[src/rtl/cut_bist_tester_pkg.sv]
// Shared types and default parameters for the CUT BIST tester.
package cut_bist_pkg;

    localparam int             DEF_IN_W      = 12;
    localparam int             DEF_OUT_W     = 4;
    localparam logic [11:0]    DEF_LFSR_POLY = 12'h829;
    localparam logic [11:0]    DEF_SEED      = 12'hACE;
    localparam logic [3:0]     DEF_MISR_POLY = 4'h9;
    localparam int             DEF_NUM_VEC   = 256;

    typedef enum logic [1:0] {
        IDLE  = 2'd0,
        DRIVE = 2'd1,
        DONE  = 2'd2
    } state_t;

endpackage

[src/rtl/cut_bist_tester_if.sv]
// Vector/response handshake between the tester and the circuit under test.
interface cut_bist_tester_if #(
    parameter int IN_W  = 12,
    parameter int OUT_W = 4
);
    logic [IN_W-1:0]  vec_out;
    logic             vec_valid;
    logic [OUT_W-1:0] resp_in;
    logic             resp_valid;

    // Tester side: presents vectors, receives responses.
    modport master (
        output vec_out,
        output vec_valid,
        input  resp_in,
        input  resp_valid
    );

    // CUT side (or its wrapper): consumes vectors, returns responses.
    modport slave (
        input  vec_out,
        input  vec_valid,
        output resp_in,
        output resp_valid
    );
endinterface

[src/rtl/cut_bist_tester_lfsr.sv]
// Galois shift-register next-state function with a parallel XOR input.
// With din tied to zero it is a plain LFSR step; with din = CUT response
// it is one MISR compaction step.
module lfsr_galois #(
    parameter int           W    = 12,
    parameter logic [W-1:0] POLY = '1
) (
    input  logic [W-1:0] cur,
    input  logic [W-1:0] din,
    output logic [W-1:0] nxt
);

    // Shift left, fold the outgoing MSB back through the tap mask, absorb din.
    always_comb begin
        nxt = {cur[W-2:0], 1'b0} ^ (cur[W-1] ? POLY : '0) ^ din;
    end

endmodule

[src/rtl/cut_bist_tester.sv]
// Tester for a combinational CUT: walks an LFSR through NUM_VEC vectors,
// one outstanding at a time, and compacts the responses into a MISR.
module cut_bist_tester
    import cut_bist_pkg::*;
#(
    parameter int               IN_W      = DEF_IN_W,
    parameter int               OUT_W     = DEF_OUT_W,
    parameter logic [IN_W-1:0]  LFSR_POLY = DEF_LFSR_POLY,
    parameter logic [IN_W-1:0]  SEED      = DEF_SEED,
    parameter logic [OUT_W-1:0] MISR_POLY = DEF_MISR_POLY,
    parameter int               NUM_VEC   = DEF_NUM_VEC
) (
    input  logic               clk,
    input  logic               rst,
    input  logic               start,
    input  logic [OUT_W-1:0]   golden_sig,
    cut_bist_tester_if.master  cut,
    output logic               busy,
    output logic               done,
    output logic [OUT_W-1:0]   sig,
    output logic               pass
);

    // An all-zero seed would lock the LFSR at zero, so it is forced to 1.
    localparam logic [IN_W-1:0]  SEED_EFF = (SEED == '0) ? IN_W'(1) : SEED;
    localparam int               CNT_W    = $clog2(NUM_VEC + 1);
    localparam logic [CNT_W-1:0] LAST     = CNT_W'(NUM_VEC - 1);

    state_t           state;
    logic [CNT_W-1:0] count;
    logic [IN_W-1:0]  lfsr_q;
    logic [IN_W-1:0]  lfsr_next;
    logic [OUT_W-1:0] misr_next;
    logic             vec_valid_q;

    lfsr_galois #(
        .W    (IN_W),
        .POLY (LFSR_POLY)
    ) u_lfsr (
        .cur (lfsr_q),
        .din ('0),
        .nxt (lfsr_next)
    );

    lfsr_galois #(
        .W    (OUT_W),
        .POLY (MISR_POLY)
    ) u_misr (
        .cur (sig),
        .din (cut.resp_in),
        .nxt (misr_next)
    );

    assign cut.vec_out   = lfsr_q;
    assign cut.vec_valid = vec_valid_q;

    // Run sequencer: start from IDLE/DONE reloads the generator, each ack
    // in DRIVE advances LFSR, MISR and count; the last ack latches pass.
    always_ff @(posedge clk) begin
        if (rst) begin
            state       <= IDLE;
            lfsr_q      <= SEED_EFF;
            sig         <= '0;
            count       <= '0;
            vec_valid_q <= 1'b0;
            busy        <= 1'b0;
            done        <= 1'b0;
            pass        <= 1'b0;
        end else begin
            unique case (state)
                IDLE, DONE: begin
                    if (start) begin
                        state       <= DRIVE;
                        lfsr_q      <= SEED_EFF;
                        sig         <= '0;
                        count       <= '0;
                        vec_valid_q <= 1'b1;
                        busy        <= 1'b1;
                        done        <= 1'b0;
                        pass        <= 1'b0;
                    end
                end
                DRIVE: begin
                    if (cut.resp_valid) begin
                        lfsr_q <= lfsr_next;
                        sig    <= misr_next;
                        count  <= count + CNT_W'(1);
                        if (count == LAST) begin
                            state       <= DONE;
                            vec_valid_q <= 1'b0;
                            busy        <= 1'b0;
                            done        <= 1'b1;
                            pass        <= (misr_next == golden_sig);
                        end
                    end
                end
                default: begin
                    state <= IDLE;
                end
            endcase
        end
    end

endmodule
[src/flat_wrapper.sv]
// flat-port wrapper written by rule: the top's interface ports become plain ports
module cut_bist_tester_flat import cut_bist_pkg::*;
#(
    parameter int               IN_W      = DEF_IN_W,
    parameter int               OUT_W     = DEF_OUT_W,
    parameter logic [IN_W-1:0]  LFSR_POLY = DEF_LFSR_POLY,
    parameter logic [IN_W-1:0]  SEED      = DEF_SEED,
    parameter logic [OUT_W-1:0] MISR_POLY = DEF_MISR_POLY,
    parameter int               NUM_VEC   = DEF_NUM_VEC
)
  (clk, rst, start, golden_sig, busy, done, sig, pass, cut_vec_out, cut_vec_valid, cut_resp_in, cut_resp_valid);
  cut_bist_tester_if #(.IN_W(IN_W), .OUT_W(OUT_W)) cut_i ();
  input  logic clk;
  input  logic rst;
  input  logic start;
  input  logic [OUT_W-1:0] golden_sig;
  output logic busy;
  output logic done;
  output logic [OUT_W-1:0] sig;
  output logic pass;
  output wire logic [$bits(cut_i.vec_out)-1:0] cut_vec_out;
  output wire logic [$bits(cut_i.vec_valid)-1:0] cut_vec_valid;
  input wire logic [$bits(cut_i.resp_in)-1:0] cut_resp_in;
  input wire logic [$bits(cut_i.resp_valid)-1:0] cut_resp_valid;
  assign cut_vec_out = cut_i.vec_out;
  assign cut_vec_valid = cut_i.vec_valid;
  assign cut_i.resp_in = cut_resp_in;
  assign cut_i.resp_valid = cut_resp_valid;
  cut_bist_tester #(.IN_W(IN_W), .OUT_W(OUT_W), .LFSR_POLY(LFSR_POLY), .SEED(SEED), .MISR_POLY(MISR_POLY), .NUM_VEC(NUM_VEC)) u_core (.clk(clk), .rst(rst), .start(start), .golden_sig(golden_sig), .cut(cut_i), .busy(busy), .done(done), .sig(sig), .pass(pass));
endmodule
[config.mk]
export PLATFORM = sky130hd
export DESIGN_NAME = cut_bist_tester_flat
export DESIGN_NICKNAME = d
export VERILOG_FILES = /design/src/rtl/cut_bist_tester_pkg.sv /design/src/rtl/cut_bist_tester_if.sv /design/src/rtl/cut_bist_tester_lfsr.sv /design/src/rtl/cut_bist_tester.sv /design/src/flat_wrapper.sv
export SDC_FILE = /design/constraint.sdc
export NUM_CORES = 1
export LEC_CHECK = 0
export CORE_ASPECT_RATIO = 0.75
export CORE_MARGIN = 1
export CORE_UTILIZATION = 48
export DETAILED_ROUTE_END_ITERATION = 10
export PLACE_DENSITY = 0.79
export SLEW_MARGIN = 25
export SYNTH_ARGS = -nofsm -noshare
export SYNTH_HDL_FRONTEND = slang
export SYNTH_SLANG_ARGS = --single-unit
[constraint.sdc]
create_clock -name clk -period 1.8 [get_ports clk]
set_input_delay 0.36 -clock clk [delete_from_list [all_inputs] [get_ports clk]]
set_output_delay 0.36 -clock clk [all_outputs]
set_load 0.03 [all_outputs]
======== Word level (Yosys, flattened, before mapping) ========
Index checks and enable logic that the tools add are counted.
cells by class
  add/sub/neg operators ................... 1
  bitwise operators ....................... 3
  reduce and logical (&&, ||, !) cells .... 6
  multiplexer cells ....................... 26
  eq/ne operators ......................... 7
operator list
  operator                                       count
  two-way mux 12 bit                             3
  case mux 12 bit (2 select lines)               1
  two-way mux 9 bit                              2
  case mux 9 bit (2 select lines)                1
  two-way mux 4 bit                              3
  bitwise XOR 12 bit                             1
  adder 9 x 1 -> 9 bit, second input constant    1
  == test 9 x 8 -> 1 bit, second input constant  1
  two-way mux 1 bit                              8
  case mux 4 bit (2 select lines)                1
  bitwise XOR 4 bit                              2
  two-way mux 2 bit                              3
  case mux 1 bit (2 select lines)                3
  AND reduction 3 bit                            2
  == test 4 bit                                  1
  != test 2 bit, second input constant           2
  case mux 2 bit (2 select lines)                1
  AND reduction 4 bit                            1
  == test 2 x 1 -> 1 bit, second input constant  1
  == test 2 bit, second input constant           1
  zero test 2 bit                                1
  != test 2 x 1 -> 1 bit, second input constant  1
  nonzero test 2 bit                             1
  OR reduction 2 bit                             1
storage, ports and cells
  flip-flop bits (word level) ............. 30
  output and inout port bits .............. 20
  input bits .............................. 12
  word-level logic and storage cells ...... 50

======== Longest topological paths before layout ========
  depth in word-level cells ............... 7
  depth in mapped cells ................... 7
  depth with buffers taken out ............ 7

======== Hierarchy ========
Synthesis repeated with hierarchy kept, for this count alone.
unflattened totals
  cells, all modules ...................... 158
  area total of the unflattened synthesis .. 1483.9 um^2
by module, submodules not included
  module                       cells an instance  times used  seq. area each (um^2)  area an instance (um^2)
  cut_bist_tester              142                1           600.6                  1280.0
  lfsr_galois (u_core.u_lfsr)  12                 1           0.0                    153.9
  lfsr_galois (u_core.u_misr)  4                  1           0.0                    50.0

======== Worst setup path before layout ========
Ideal clock, no wire load.
  kind .................................... register to register
  start point ............................. reg u_core.sig[2]
  end point ............................... reg u_core.pass
  stages on the path, launching flop included .. 5
  slack ................................... 0.418 ns
  setup time .............................. 0.096 ns
  arrival ................................. 1.286 ns
  data required time ...................... 1.704 ns
  path buffers ............................ 0
  clock period less this slack ............ 1.382 ns
  cell sequence ........................... dfxtp_1 xor2_1 xnor2_1 mux2i_1 o41ai_2
on the way
  word-level cells in the longest chain between the ends .. 6
ends and longest elaborated chain
  item                             RTL line                    source
  from (decl)                      cut_bist_tester.sv:20       output logic [OUT_W-1:0] sig,
  from (signal assigned)           cut_bist_tester.sv:86       sig <= misr_next;
  bitwise XOR 4 bit (2 in series)  cut_bist_tester_lfsr.sv:15  nxt = {cur[W-2:0], 1'b0} ^ (cur[W-1] ? POLY : '0) ^ din;
  == test 4 bit                    cut_bist_tester.sv:93       pass <= (misr_next == golden_sig);
  two-way mux 1 bit                cut_bist_tester.sv:88       if (count == LAST) begin
  two-way mux 1 bit                cut_bist_tester.sv:84       if (cut.resp_valid) begin
  case mux 1 bit (2 select lines)  cut_bist_tester.sv:70       unique case (state)
  to (signal assigned)             cut_bist_tester.sv:93
  to (decl)                        cut_bist_tester.sv:21       output logic pass
Every way passes these cells. The select of a mux whose other input is x is not followed.
A chain may end at the register's enable or synchronous reset.

======== Worst setup path in the final report ========
  start point ............................. reg u_core.lfsr_q[7] (netlist: u_core.cut.vec_out[7])
  end point ............................... out cut_vec_out[7]
RTL lines
  item                    RTL line               source
  from (decl)             cut_bist_tester.sv:31  logic [IN_W-1:0] lfsr_q;
  from (signal assigned)  cut_bist_tester.sv:85  lfsr_q <= lfsr_next;
  to (decl)               flat_wrapper.sv:21     output wire logic [$bits(cut_i.vec_out)-1:0] cut_vec_out;
No word-level cell between the ends.

==> flow_summary.json <==
{
  "hold_class": "reg2reg",
  "initial_core_util_pct": 51.2,
  "fin_util_pct": 69.4,
  "cpPeakStageDelay_ns": 0.69,
  "netlist_area_um2": 1350,
  "mappedNetlistNets": 158,
  "dieWidth_um": 63.3,
  "area_growth_pct": 35.5,
  "slowest_stage": "sky130_fd_sc_hd__clkdlybuf4s50_1",
  "cts-buffers-inserted": 5,
  "worst_setup_margin_ns": 0.0863,
  "ys_seq_area_share_pct": 44.4,
  "crit_path_max_fanout": 3,
  "vias_in_the_first_global_route": 1066,
  "vias": 1163,
  "num-nets-final": 199,
  "p_sw_uw": 399,
  "die_area_um2": 3040,
  "period_share_pct": 95.2,
  "gp_congestion": 0.744,
  "finalSetupViolations": 0,
  "diode_insertion_count_for_antenna_repair": 0,
  "p_comb_share_pct": 18.0,
  "area_of_placed_instances_um2": 1750,
  "cp_data_arrival_time_ns": 1.35,
  "worst_clock_skew_ns": 0.00276,
  "drcViolationCount": 0,
  "drive_gt1_share_pct": 13.5,
  "fmaxAchievable_mhz": 584,
  "critPathCaptureType": "primary output",
  "holdPathEnd": "u_core.done$_SDFFE_PP0P_",
  "rrSetupSlack_ns": 0.22,
  "fillCellCount": 220,
  "hold_viol_final": 0,
  "timing.max_slew.rel_slack_pct": 78.2,
  "seq_power_share_pct": 48.2,
  "min_delay_path_depth": 2,
  "route.final.wire_length_mm": 3.12,
  "ys_seq_elements": 30,
  "power.ir.vdd_worst_mv": 0.572,
  "placement.setup.worst_slack_ns": -0.00135,
  "hp-start": "u_core.done$_SDFFE_PP0P_",
  "cp_num_buf_inv": 1,
  "most_frequently_used_flop_master_after_synthesis": "sky130_fd_sc_hd__dfxtp_1",
  "htree_levels": 2,
  "worst_setup_hold_path_clk_slew_ns": 0.06,
  "core_area_um2": 2640,
  "first_iter_violations": 27,
  "yosys_warnings": 0,
  "power_leakage_uw": 0.000713,
  "design_area_um2": 1830,
  "std_cell_rows": 16,
  "synthesis.area_per_instance_um2": 9.39,
  "final_period_minus_worst_setup_slack_ns": 1.71,
  "post_synthesis_async_set_or_reset_flop_share_pct": 0,
  "die_y_um": 48.0,
  "power.share.clock_pct": 33.8,
  "design.portCount": 32,
  "r2r_end": "u_core.pass$_SDFFE_PP0P_",
  "finalMaxSlewViolations": 0,
  "buffer_depth_of_the_longest_clock_path": 2,
  "antenna_found_initial": 0,
  "max-cap-violations": 0,
  "rsz_0062_raised_after_global_routing": "no",
  "final_antenna_net_count": 0,
  "placement.io_buffers": 31,
  "globalRoute.totalOverflow": 0,
  "yosys.cell_types.count": 37,
  "number_of_optimization_iterations_in_the_first_detailed_route_pass": 4,
  "path_cells": "clkdlybuf4s50_1",
  "kind_of_cell_with_the_highest_combined_delay_on_the_critical_path": "buffers and inverters",
  "critical_path_class": "reg2out",
  "worst-endpoint-required_ns": 1.44,
  "wl_per_cell_um": 14.1,
  "cellInternalPower_uw": 1070,
  "worstSkewPairLatency_ns": 0.28,
  "status": "finished clean",
  "cell_count_after_synthesis": 144,
  "cts_post_setup_buffers_inserted": 0,
  "cts-root-buf": "sky130_fd_sc_hd__clkbuf_8",
  "hpwl_mm": 2.32,
  "post_drt_via_cell_ratio": 5.26,
  "pin_count_of_the_biggest_net_entering_global_routing": 20,
  "synth_enable_flop_cells": 0,
  "power.density_nw_per_um2": 799,
  "start_kind": "flop",
  "cts_tree": "done",
  "regToRegStartpoint": "u_core.count[0]$_SDFFE_PP0P_",
  "worst_r2r_path_depth": 6,
  "worst_slew_pin_slew_ns": 0.325,
  "first_pass_grt_wire_length_mm": 4.84,
  "clkSinkCount": 30,
  "globalRouteTotalUtil_pct": 22.3,
  "netSwitchingFraction_pct": 27.2
}
[worst max path at each step]
stage,to,slack [ns],depth (start not counted),startpoint
floorplan,u_core.pass$_SDFFE_PP0P_,0.42,4,u_core.sig[2]$_SDFFE_PP0P_
global placement,u_core.count[5]$_SDFFE_PP0P_,0.03,6,cut_resp_valid
detailed placement,u_core.cut.vec_out[7]$_SDFFE_PP1P_,-0.001,5,cut_resp_valid
finish,cut_vec_out[7],0.09,1,u_core.cut.vec_out[7]$_SDFFE_PP1P_
CTS,sig[3],0.04,1,u_core.sig[3]$_SDFFE_PP0P_
global route,sig[1],0.04,1,u_core.sig[1]$_SDFFE_PP0P_
[cells by family (layout without fill, tap and decap cells)]
group / count (synthesis) / after routing / share of synthesized area [%]
flip-flops: 30 / 30 / 44.4
AND/OR/NAND/NOR: 52 / 52 / 19.1
adder cells (fa/ha/maj): 2 / 2 / 1.85
AO/OA/AOI/OAI: 31 / 31 / 17.9
XOR/XNOR: 18 / 18 / 11.7
multiplexers: 1 / 1 / 0.740
buffers and inverters: 10 / 51 / 4.35
[timing repair]
| item | in CTS | in global routing |
|---|---|---|
| gates resized for setup | 0 | 1 |
| hold buffers | 0 | 0 |
| endpoints found under the setup margin | 0 | 1 |
| hold endpoints to repair | 0 | 0 |
[cell type report]
class                   count  area (um^2)  share of cell area (%)
clock buffers               5         68.8                    3.75
clock inverters             2         10.0                   0.546
inverters                   2         7.51                   0.410
multi-input cells         104          693                    37.8
flip-flops and latches     30          601                    32.8
well taps                  36         45.0                    2.46
repair buffers             42          408                    22.3
[layer usage]
layer,track usage [%],wire [um],vias to the layer above
li1,-,-,582
met1,27.2,1480,550
met2,35.5,1450,26
met3,8.10,132,5
met4,12.3,55,0
met5,0,0,-
[synthesized netlist by cell type (3+ instances only)]
| master | instances | share of area, % |
|---|---|---|
| sky130_fd_sc_hd__nor2_1 | 27 | 7.5 |
| sky130_fd_sc_hd__nand3_1 | 4 | 1.5 |
| sky130_fd_sc_hd__nor3_1 | 3 | 1.1 |
| sky130_fd_sc_hd__xnor2_1 | 7 | 4.5 |
| sky130_fd_sc_hd__buf_4 | 3 | 1.7 |
| sky130_fd_sc_hd__nand2b_1 | 3 | 1.4 |
| sky130_fd_sc_hd__a21oi_1 | 7 | 2.6 |
| sky130_fd_sc_hd__a221o_1 | 3 | 2.2 |
| sky130_fd_sc_hd__o21bai_1 | 3 | 1.7 |
| sky130_fd_sc_hd__a22oi_1 | 8 | 4.4 |
| sky130_fd_sc_hd__dfxtp_1 | 30 | 44 |
| sky130_fd_sc_hd__nand2_1 | 4 | 1.1 |
| sky130_fd_sc_hd__xor2_1 | 11 | 7.1 |
[registers in the layout, summed over array words and instances, names as in the netlist]
| register | count |
|---|---|
| u_core.cut.vec_out | 12 |
| u_core.count | 9 |
| u_core.sig | 4 |
| u_core.state | 2 |
| u_core.busy | 1 |
| u_core.done | 1 |
| u_core.pass | 1 |
[power by group through the flow]
stage               Combinational [uW]  Sequential [uW]  Clock [uW]
floorplan                          118              754           0
global placement                   257              719           0
detailed placement                 263              721           0
CTS                                265              706         511
global route                       283              709         545
finish                             264              706         495
[stage by stage]
step,cells,power (uW),hold WS [ns],setup TNS (ns)
after CTS,221,1480,0.450,0
final,221,1470,0.445,0
after detailed placement,214,983,0.442,-0.00135
after global placement,214,976,0.432,0
after floorplan,144,872,0.454,0
after global routing,221,1540,0.476,0
[placed cells by master (no fill, tap or decap), types with 4 or more instances in the layout]
cell / synthesis / layout
sky130_fd_sc_hd__nor2_1: 27 / 27
sky130_fd_sc_hd__clkdlybuf4s50_1: 0 / 30
sky130_fd_sc_hd__a22oi_1: 8 / 8
sky130_fd_sc_hd__nand2_1: 4 / 4
sky130_fd_sc_hd__xor2_1: 11 / 11
sky130_fd_sc_hd__xnor2_1: 7 / 7
sky130_fd_sc_hd__clkbuf_8: 0 / 5
sky130_fd_sc_hd__a21oi_1: 7 / 7
sky130_fd_sc_hd__buf_4: 3 / 10
sky130_fd_sc_hd__nand3_1: 4 / 4
sky130_fd_sc_hd__dfxtp_1: 30 / 30
Note: power is estimated with default switching activity, not from simulation.
